--- config.mk ---
export PLATFORM = sky130hd
export DESIGN_NAME = lfsr_top
export DESIGN_NICKNAME = d
export VERILOG_FILES = /design/src/rtl/lfsr_pkg.sv /design/src/rtl/lfsr_sr.sv /design/src/rtl/lfsr_top.sv /design/src/rtl/lfsr_ctrl.sv
export SDC_FILE = /design/constraint.sdc
export NUM_CORES = 1
export LEC_CHECK = 0
export CORE_MARGIN = 2
export CORE_UTILIZATION = 35
export DETAILED_ROUTE_END_ITERATION = 16
export PLACE_DENSITY = 0.61
export SYNTH_ARGS = -nofsm -noshare
export SYNTH_HDL_FRONTEND = slang
export SYNTH_HIERARCHICAL = 1
export SYNTH_SLANG_ARGS = --single-unit
export TNS_END_PERCENT = 100
--- constraint.sdc ---
create_clock -name clk -period 1.8 [get_ports clk]
set_clock_uncertainty 0.1 [all_clocks]
set_input_delay 0.27 -clock clk [delete_from_list [all_inputs] [get_ports clk]]
set_output_delay 0.27 -clock clk [all_outputs]
set_load 0.02 [all_outputs]
--- src/rtl/lfsr_pkg.sv ---
// Shared definitions for the LFSR controller slice: FSM state encoding and default tap mask.
package lfsr_pkg;

   typedef enum logic [1:0] {
      IDLE  = 2'd0,
      SHIFT = 2'd1,
      DONE  = 2'd2
   } lfsr_state_e;

   localparam logic [7:0] LFSR_DEFAULT_TAPS = 8'h03;

endpackage

--- src/rtl/lfsr_sr.sv ---
// Plain right-shifting register with a seed that is reloaded on synchronous reset.
module lfsr_sr #(
   parameter int unsigned      nbits = 8,
   parameter logic [nbits-1:0] seed  = nbits'(1)
) (
   input  logic             clk,
   input  logic             rst,
   input  logic             en,
   input  logic             shift_in,
   output logic [nbits-1:0] q
);

   logic [nbits-1:0] r_q;

   always_ff @(posedge clk) begin
      if (rst)
         r_q <= seed;
      else if (en)
         r_q <= {shift_in, r_q[nbits-1:1]};
   end

   assign q = r_q;

endmodule

--- src/rtl/lfsr_top.sv ---
// Controller plus shift register, sharing clock and reset.
module lfsr_top
   import lfsr_pkg::*;
#(
   parameter int unsigned      nbits = 8,
   parameter int unsigned      cbits = 8,
   parameter logic [nbits-1:0] taps  = nbits'(LFSR_DEFAULT_TAPS),
   parameter logic [nbits-1:0] seed  = nbits'(1)
) (
   input  logic             clk,
   input  logic             rst,
   input  logic             req_val,
   output logic             req_rdy,
   input  logic [cbits-1:0] req_cnt,
   output logic             resp_val,
   input  logic             resp_rdy,
   output logic [nbits-1:0] resp_q,
   output logic             resp_zero
);

   logic [nbits-1:0] w_sr_q;
   logic             w_sr_en;
   logic             w_sr_shift_in;

   lfsr_ctrl #(
      .nbits (nbits),
      .cbits (cbits),
      .taps  (taps)
   ) u_ctrl (
      .clk         (clk),
      .rst         (rst),
      .req_val     (req_val),
      .req_rdy     (req_rdy),
      .req_cnt     (req_cnt),
      .resp_val    (resp_val),
      .resp_rdy    (resp_rdy),
      .resp_q      (resp_q),
      .resp_zero   (resp_zero),
      .sr_q        (w_sr_q),
      .sr_en       (w_sr_en),
      .sr_shift_in (w_sr_shift_in)
   );

   lfsr_sr #(
      .nbits (nbits),
      .seed  (seed)
   ) u_sr (
      .clk      (clk),
      .rst      (rst),
      .en       (w_sr_en),
      .shift_in (w_sr_shift_in),
      .q        (w_sr_q)
   );

endmodule

--- src/rtl/lfsr_ctrl.sv ---
// Step controller for an external Fibonacci LFSR: accepts "advance N steps" requests,
// pulses the register enable N times, then returns the resulting state.
module lfsr_ctrl
   import lfsr_pkg::*;
#(
   parameter int unsigned      nbits = 8,
   parameter int unsigned      cbits = 8,
   parameter logic [nbits-1:0] taps  = nbits'(LFSR_DEFAULT_TAPS)
) (
   input  logic             clk,
   input  logic             rst,
   input  logic             req_val,
   output logic             req_rdy,
   input  logic [cbits-1:0] req_cnt,
   output logic             resp_val,
   input  logic             resp_rdy,
   output logic [nbits-1:0] resp_q,
   output logic             resp_zero,
   input  logic [nbits-1:0] sr_q,
   output logic             sr_en,
   output logic             sr_shift_in
);

   lfsr_state_e      r_state;
   lfsr_state_e      w_state_nxt;
   logic [cbits-1:0] r_rem;
   logic [cbits-1:0] w_rem_nxt;
   logic             w_req_rdy;
   logic             w_sr_en;
   logic             w_resp_val;

   always_ff @(posedge clk) begin
      if (rst) begin
         r_state <= IDLE;
         r_rem   <= '0;
      end else begin
         r_state <= w_state_nxt;
         r_rem   <= w_rem_nxt;
      end
   end

   always_comb begin
      w_state_nxt = r_state;
      w_rem_nxt   = r_rem;
      w_req_rdy   = 1'b0;
      w_sr_en     = 1'b0;
      w_resp_val  = 1'b0;
      case (r_state)
         IDLE: begin
            w_req_rdy = 1'b1;
            if (req_val) begin
               w_rem_nxt   = req_cnt;
               w_state_nxt = (req_cnt == '0) ? DONE : SHIFT;
            end
         end
         SHIFT: begin
            w_sr_en   = 1'b1;
            w_rem_nxt = r_rem - cbits'(1);
            if (r_rem <= cbits'(1))
               w_state_nxt = DONE;
         end
         DONE: begin
            w_resp_val = 1'b1;
            if (resp_rdy)
               w_state_nxt = IDLE;
         end
         default: w_state_nxt = IDLE;
      endcase
   end

   // Handshake and enable outputs are forced low in the reset cycle itself,
   // so a register sharing rst reloads its seed without an extra shift.
   assign req_rdy     = w_req_rdy  & ~rst;
   assign sr_en       = w_sr_en    & ~rst;
   assign resp_val    = w_resp_val & ~rst;

   assign sr_shift_in = ^(sr_q & taps);
   assign resp_q      = sr_q;
   assign resp_zero   = (sr_q == '0);

endmodule

======== Word level (Yosys, flattened, before mapping) ========
Cells that the tools add are included.
word-level totals
  output and inout bits ................... 11
  word-level logic and storage cells ...... 31
  RAM bits ................................ 0
  memories ................................ 0
  bits in read-only memories .............. 0
  flip-flop bits (word level) ............. 18
  latch bits .............................. 0
cells by class
  mux-type cells .......................... 10
  magnitude comparators ................... 1
  reduce and logical (&&, ||, !) cells .... 7
  div/mod/pow operators ................... 0
  add/subtract/negate cells ............... 1
  equal/unequal tests ..................... 5
  multipliers ............................. 0
  bitwise logic cells ..................... 4
  shift operators ......................... 0
operators with widths
  cell                   number
  $logic_not A8 Y1       2
  $pmux W8 S2            1
  $le A8 B1 Y1 const B   1
  $mux W2                4
  $mux W8                1
  $reduce_xor A8 Y1      1
  $sub A8 B1 Y8 const B  1
  $pmux W2 S3            1
  $ne A2 B2 Y1 const B   2
  $and A1 B1 Y1          3
  $mux W1                3
  $reduce_and A3 Y1      1
  $eq A2 B1 Y1 const B   1
  $eq A2 B2 Y1 const B   1
  $logic_not A2 Y1       1
  $ne A2 B1 Y1 const B   1
  $reduce_and A2 Y1      1
  $reduce_bool A2 Y1     1
  $not A1 Y1             1

======== Depth between registers and ports, before layout ========
Gate-level depths: netlist of run 1.
  word-level depth ........................ 4
  gate-level depth with buffers ........... 6
  gate-level depth less buffers ........... 6

======== By module ========
The synthesis of run 1 kept the hierarchy.
by module, submodules not included
  module     cells each  seq. area each (µm²)  times used  area an instance (µm²)
  lfsr_ctrl  95          200.2                 1           769.5
  lfsr_sr    26          160.2                 1           290.3

======== Worst setup path after synthesis of run 1 ========
Ideal clock, no wire load.
  kind .................................... reg2out
  start point ............................. register u_ctrl.r_state[1]
  end point ............................... output port resp_val
  slack ................................... 0.336 ns
  cell stages (with the launch flop) ...... 3
  data required time ...................... 1.430 ns
  data arrival time ....................... 1.094 ns
  cell sequence ........................... dfxtp_1 > buf_4 > nor3b_1
between the ends
  word-level cells in the longest chain between the ends .. 3
ends and longest elaborated chain
  what                      RTL line         RTL
  start: declaration        lfsr_ctrl.sv:24  lfsr_state_e r_state;
  start signal: assignment  lfsr_ctrl.sv:37  r_state <= w_state_nxt;
  $eq A2 B2 Y1              lfsr_ctrl.sv:48  case (r_state)
  $mux W1                   lfsr_ctrl.sv:48
  $and A1 B1 Y1             lfsr_ctrl.sv:75  assign resp_val = w_resp_val & ~rst;
  end: declaration          lfsr_top.sv:15   output logic resp_val,
Every way passes these cells.

======== Worst setup path in the final report of run 1 ========
  start point ............................. register u_sr.r_q[4] (netlist: u_sr/q[4])
  end point ............................... output port resp_q[4]
RTL lines
  what                      RTL line        RTL
  start: declaration        lfsr_sr.sv:13   logic [nbits-1:0] r_q;
  start signal: assignment  lfsr_sr.sv:19   r_q <= {shift_in, r_q[nbits-1:1]};
  end: declaration          lfsr_top.sv:17  output logic [nbits-1:0] resp_q,
No word-level cell between the ends.

==> flow_metrics.py, run 1 <==
metrics = {
    "status": {
        "outcome": "finished, final reports clean",
    },
    "sta": {
        "post-route-period-util_pct": 95.0,
        "slew_violations": 0,
        "maxSlewHeadroom_pct": 75.0,
        "worstMarginPinSlew_ps": 375,
        "setup_violations": 0,
        "hold_viol": 0,
        "tns_ps": 0,
        "fmaxAchievable_mhz": 585,
        "rsz0062_at_grt": "no",
        "min_period_ps": 1710,
    },
    "critical_path": {
        "critical_path_class": "register to output port",
        "crit_arrival_ps": 1340,
        "crit_path_top_delay_cell": "clkdlybuf4s50_1",
        "crit_fanout": 3,
        "r2r_slack_ps": 170,
        "r2r_start": "u_ctrl/r_rem[0]",
        "critical-path-max-stage-delay_ps": 590,
        "end_kind": "output port",
        "startpoint": "u_sr/q[4]",
        "cp.required_ps": 1430,
        "critical_path.cell_chain": "buf_4 > clkdlybuf4s50_1",
        "startpoint_type": "register",
        "r2r_end": "u_ctrl/r_rem[4]",
        "endpoint": "resp_q[4]",
        "r2r.worst_path.cells": 6,
    },
    "global_routing": {
        "antenna_found_initial": 0,
        "grt_max_degree": 20,
        "gr-usage-all-layers_pct": 15.8,
        "grt_pass1_vias": 919,
        "grt-ovfl-total": 0,
        "grt_pass1_wl_microns": 4160,
    },
    "placed_design": {
        "place_congestion": 0.776,
        "portBuffers": 22,
        "dpl.hpwl_microns": 1800,
        "placed_area_sq_um": 1320,
        "place_inst": 173,
    },
    "finish": {
        "nets": 162,
        "stdcell_count": 177,
        "regArea_sq_um": 360,
        "multi_input_area_sq_um": 588,
        "finish.utilization_pct": 48.0,
        "drive_gt1_share_pct": 15.8,
        "fillers": 281,
        "final_area_sq_um": 1350,
        "final_cell_mix": "clkdlybuf4s50_1, nor2_1, dfxtp_1, buf_4, nand2_1",
        "area_delta_synth_final_pct": 27.2,
        "diodes": 0,
    },
    "synth": {
        "syn_nets": 136,
        "syn_area_per_cell_sq_um": 8.76,
        "synth.yosys.seq_area_share_pct": 34.0,
        "synthesis.area_sq_um": 1060,
        "synth_ff_type": "dfxtp_1",
        "synth_seq_cells": 18,
        "synth.distinct_cells": 39,
        "synth_async_sr_flop_share_pct": 0,
        "syn_inst": 121,
        "yosys_warnings": 6,
        "synth_edf_count": 0,
    },
    "clock_tree": {
        "cts.sinks": 18,
        "worstSkewPairLatency_ps": 300,
        "post-cts-setup-buffers": 0,
        "clk_pin_slew_ps": 120,
        "cts_root_buf": "clkbuf_4",
        "cts_buffers": 3,
        "h-tree-depth": 1,
        "max-clock-path-buffers": 2,
        "tritoncts": "done",
    },
    "detailed_routing": {
        "drtIter0Drc": 30,
        "drt_wl_total_microns": 2400,
        "dr.pass1.iters": 4,
        "vias": 937,
        "drc_errors": 0,
        "vias_per_cell": 5.29,
        "wl_per_cell_microns": 13.5,
        "ant_nets": 0,
    },
    "die": {
        "row_count": 19,
        "die_y_microns": 59.0,
        "io_pins": 23,
        "die_area_sq_um": 3480,
        "die_w_microns": 59.0,
        "start_util_pct": 37.8,
        "core_area_sq_um": 2810,
    },
    "power_and_ir_drop": {
        "cellPowerDensity_nw_per_um2": 876,
        "leakage_nw": 0.544,
        "p_total_mw": 1.18,
        "vdd_ir_drop_max_mv": 0.400,
    },
    "job": {
        "max-cap-violations": 0,
    },
    "hold_path": {
        "hold_class": "register to register",
    },
}
==> synthesized netlist by cell type, types with 2 or more instances <==
cell       n  share of area, %
a211oi_1   2               1.4
a211o_1    3               2.5
nand2_1    8               2.8
a21oi_1    6               2.8
dfxtp_1   18                34
nor2_1    18               6.4
nor2b_1    3               1.8
o211ai_1   3               2.1
a21o_1     3               2.1
o21ai_0    2              0.94
nor4_1     5               3.0
buf_4      9               6.4
ha_1       3               3.5
nor3b_1    2               1.4
a211oi_2   2               2.4
mux2i_1    7               6.6
inv_1      5               1.8
==> sequential cells by signal, indices dropped and copies added (netlist names) <==
signal          cells
u_ctrl/r_state      2
u_ctrl/r_rem        8
u_sr/q              8
==> final cells by class <==
cell class | instances | area share [%]
Multi-Input combinational cell | 85 | 43.6
Sequential cell | 18 | 26.7
Timing Repair Buffer | 34 | 22.7
Tap cell | 31 | 2.88
Clock buffer | 4 | 2.69
Inverter | 5 | 1.39
==> critical path, delay by kind of cell (launching register included) <==
kind | cells | cell delay (ps)
DFF | 1 | 340
buffers and inverters | 2 | 710
==> worst min path at each step <==
stage                          startpoint         endpoint  depth (start not counted)
after global placement    u_ctrl/r_rem[1]  u_ctrl/r_rem[1]                          2
after floorplan                       rst  u_ctrl/r_rem[5]                          1
after global routing      u_ctrl/r_rem[1]  u_ctrl/r_rem[1]                          2
after detailed placement  u_ctrl/r_rem[1]  u_ctrl/r_rem[1]                          2
after CTS                 u_ctrl/r_rem[1]  u_ctrl/r_rem[1]                          2
final                     u_ctrl/r_rem[1]  u_ctrl/r_rem[1]                          2
==> per-stage QoR <==
| step | hold slack, ps | setup slack [ps] |
|---|---|---|
| finish | 414 | 90.8 |
| global route | 444 | 18.5 |
| CTS | 419 | 15.9 |
| detailed placement | 401 | -173 |
| global placement | 393 | -150 |
| floorplan | 243 | 336 |
==> power by group <==
part	leakage, nW	internal, mW	switching, mW
clock	0.0210	0.123	0.132
sequential	0.147	0.442	0.0533
combinational	0.376	0.214	0.216
==> routing by layer <==
layer / vias to the layer above / wire length (microns) / global-route usage [%]
li1: 478 / - / -
met1: 434 / 1200 / 21.5
met2: 23 / 1090 / 24.6
met3: 2 / 93 / 3.06
met4: 0 / 18 / 6.17
met5: - / 0 / 0
==> logic make-up after synthesis <==
group                    synth area share (%)
buffers and inverters                    10.5
adder cells (fa/ha/maj)                  3.54
AO/OA/AOI/OAI                            19.4
multiplexers                             6.61
flip-flops                               34.0
AND/OR/NAND/NOR                          26.0
==> repair_timing <==
| action | in CTS | in global routing |
|---|---|---|
| gates resized for setup | 3 | 3 |
| setup endpoints to repair | 3 | 2 |
| cloned | 0 | 0 |
| hold buffers | 0 | 0 |
| endpoints found under the hold margin | 0 | 0 |
(Power assumes the default switching activity.)
==> run 2: changes to the inputs <==
--- a/config.mk
+++ b/config.mk
@@ -5,6 +5,7 @@
 export SDC_FILE = /design/constraint.sdc
 export NUM_CORES = 1
 export LEC_CHECK = 0
+export ABC_CLOCK_PERIOD_IN_PS = 1800
 export CORE_MARGIN = 2
 export CORE_UTILIZATION = 35
 export DETAILED_ROUTE_END_ITERATION = 16
==> results of run 2 <==
No change in the layout: final DEF, timing and power equal those of run 1.
==> run 3: changes to the inputs <==
--- a/config.mk
+++ b/config.mk
@@ -8,6 +8,7 @@
 export ABC_CLOCK_PERIOD_IN_PS = 1800
 export CORE_MARGIN = 2
 export CORE_UTILIZATION = 35
+export CTS_BUF_LIST = sky130_fd_sc_hd__clkbuf_8
 export DETAILED_ROUTE_END_ITERATION = 16
 export PLACE_DENSITY = 0.61
 export SYNTH_ARGS = -nofsm -noshare
==> run 3 against run 2 <==
Core utilization increased by 0.76 points. Hold slack got worse by 8.7 ps. Total power increased by 6.6%. Die area unchanged. Clock power increased by 31%. Via count decreased by 0.64%. Combinational power about the same.
==> flow_metrics.py, run 3 (synthesis results as in run 1) <==
metrics = {
    "global_routing": {
        "grt_pass1_vias": 909,
        "grt_max_degree": 20,
        "grt_pass1_wl_microns": 4080,
        "gr-usage-all-layers_pct": 15.6,
        "antenna_found_initial": 0,
        "grt-ovfl-total": 0,
    },
    "die": {
        "die_area_sq_um": 3480,
        "row_count": 19,
        "start_util_pct": 37.8,
        "core_area_sq_um": 2810,
        "die_y_microns": 59.0,
        "io_pins": 23,
        "die_w_microns": 59.0,
    },
    "detailed_routing": {
        "dr.pass1.iters": 4,
        "drt_wl_total_microns": 2360,
        "drc_errors": 0,
        "drtIter0Drc": 31,
        "wl_per_cell_microns": 13.3,
        "ant_nets": 0,
        "vias_per_cell": 5.26,
        "vias": 931,
    },
    "sta": {
        "holdWs_ps": 405,
        "maxSlewHeadroom_pct": 77.7,
        "min_period_ps": 1690,
        "hold_viol": 0,
        "rsz0062_at_grt": "no",
        "fmaxAchievable_mhz": 592,
        "post-route-period-util_pct": 93.9,
        "worstMarginPinSlew_ps": 333,
        "slew_violations": 0,
        "setup_violations": 0,
    },
    "finish": {
        "final_common_cell": "clkdlybuf4s50_1",
        "area_delta_synth_final_pct": 29.2,
        "diodes": 0,
        "nets": 162,
        "final_cell_mix": "clkdlybuf4s50_1, nor2_1, dfxtp_1, buf_4, nand2_1",
        "drive_gt1_share_pct": 15.1,
    },
    "critical_path": {
        "endpoint": "resp_zero",
        "r2r_start": "u_ctrl/r_rem[0]",
        "cp_num_cells": 3,
        "crit_arrival_ps": 1320,
        "crit_buf_inv": 1,
        "r2r_slack_ps": 220,
        "critical_path_class": "register to output port",
        "critical_path.cell_chain": "nor4_1 > and3_1 > clkdlybuf4s15_1",
        "r2r_end": "u_ctrl/r_rem[6]",
        "crit_path_top_delay_cell": "dfxtp_1",
        "crit_fanout": 2,
        "path_delay_family": "simple AND/OR/NAND/NOR gates",
        "cp.required_ps": 1430,
        "end_kind": "output port",
        "r2r.worst_path.cells": 6,
        "critical-path-max-stage-delay_ps": 310,
        "startpoint_type": "register",
        "startpoint": "u_sr/q[5]",
    },
    "placed_design": {
        "place_congestion": 0.776,
        "portBuffers": 22,
        "dpl.hpwl_microns": 1800,
    },
    "power_and_ir_drop": {
        "vdd_ir_drop_max_mv": 0.358,
        "cellPowerDensity_nw_per_um2": 920,
        "leakage_nw": 0.535,
        "p_total_mw": 1.26,
    },
    "clock_tree": {
        "tritoncts": "done",
        "max-clock-path-buffers": 2,
        "h-tree-depth": 1,
        "cts_buffers": 3,
        "cts.sinks": 18,
        "clk_pin_slew_ps": 70,
        "worstSkewPairLatency_ps": 250,
        "cts_root_buf": "clkbuf_8",
    },
    "status": {
        "outcome": "finished, final reports clean",
    },
    "job": {
        "max-cap-violations": 0,
    },
    "hold_path": {
        "hold_class": "register to register",
    },
}
[run 3: cell types whose count changed in the layout (fill, tap and decap cells not counted)]
cell / change
clkdlybuf4s15_1: +1
clkbuf_8: +3
clkdlybuf4s50_1: +1
clkbuf_4: -3
dlymetal6s2s_1: -1
clkbuf_2: -1
[run 3: worst min path at each step]
stage                                from  cells after the start  slack (ps)         endpoint
after floorplan                       rst                      1         240  u_ctrl/r_rem[5]
after global placement    u_ctrl/r_rem[1]                      2         390  u_ctrl/r_rem[1]
after detailed placement  u_ctrl/r_rem[1]                      2         400  u_ctrl/r_rem[1]
after CTS                 u_ctrl/r_rem[1]                      2         410  u_ctrl/r_rem[1]
after global routing      u_ctrl/r_rem[1]                      2         440  u_ctrl/r_rem[1]
final                     u_ctrl/r_rem[1]                      2         410  u_ctrl/r_rem[1]
[run 3: cell type report]
class / instances / area, sq um
clock buffer: 4 / 55.1
multi-input combinational: 85 / 588
tap: 31 / 38.8
inverter: 5 / 18.8
timing repair buffer: 34 / 308
sequential: 18 / 360
fill: 277 / 1440
[run 3: worst min-delay path, delay by kind of cell, from the launching register on]
kind	cells	cell delay [ps]
compound gates	1	50
flops	1	350
simple gates	1	70
[run 3: timing repair]
| item | 4_1_cts | 5_1_grt |
|---|---|---|
| hold buffers | 0 | 0 |
| gates cloned | 0 | 0 |
| resized for setup | 3 | 1 |
| pin swaps | 0 | 0 |
| setup buffers | 0 | 0 |
| setup endpoints to repair | 3 | 1 |
[run 3: per-layer routing]
metal / part of all wire, % / up-vias / GRT usage, %
li1: - / 477 / -
met1: 49 / 432 / 21.1
met2: 45 / 20 / 23.8
met3: 4.1 / 2 / 3.06
met4: 1.2 / 0 / 7.14
met5: 0 / - / 0
[run 3: through the flow]
| step | setup slack, ps | instances | TNS (ps) | area (sq um) | utilization, % |
|---|---|---|---|---|---|
| floorplan | 336 | 121 | 0 | 1060 | - |
| global placement | -150 | 173 | -276 | 1320 | 46.9 |
| detailed placement | -173 | 173 | -321 | 1320 | 46.9 |
| CTS | 70.9 | 177 | 0 | 1370 | 48.8 |
| global route | 1.36 | 177 | 0 | 1370 | 48.8 |
| finish | 110 | 177 | 0 | 1370 | 48.8 |
[run 3: power breakdown]
group | switching, mW | total (mW) | internal [mW]
Sequential | 0.0528 | 0.495 | 0.442
Combinational | 0.214 | 0.430 | 0.216
Clock | 0.141 | 0.335 | 0.194
Total | 0.407 | 1.26 | 0.852
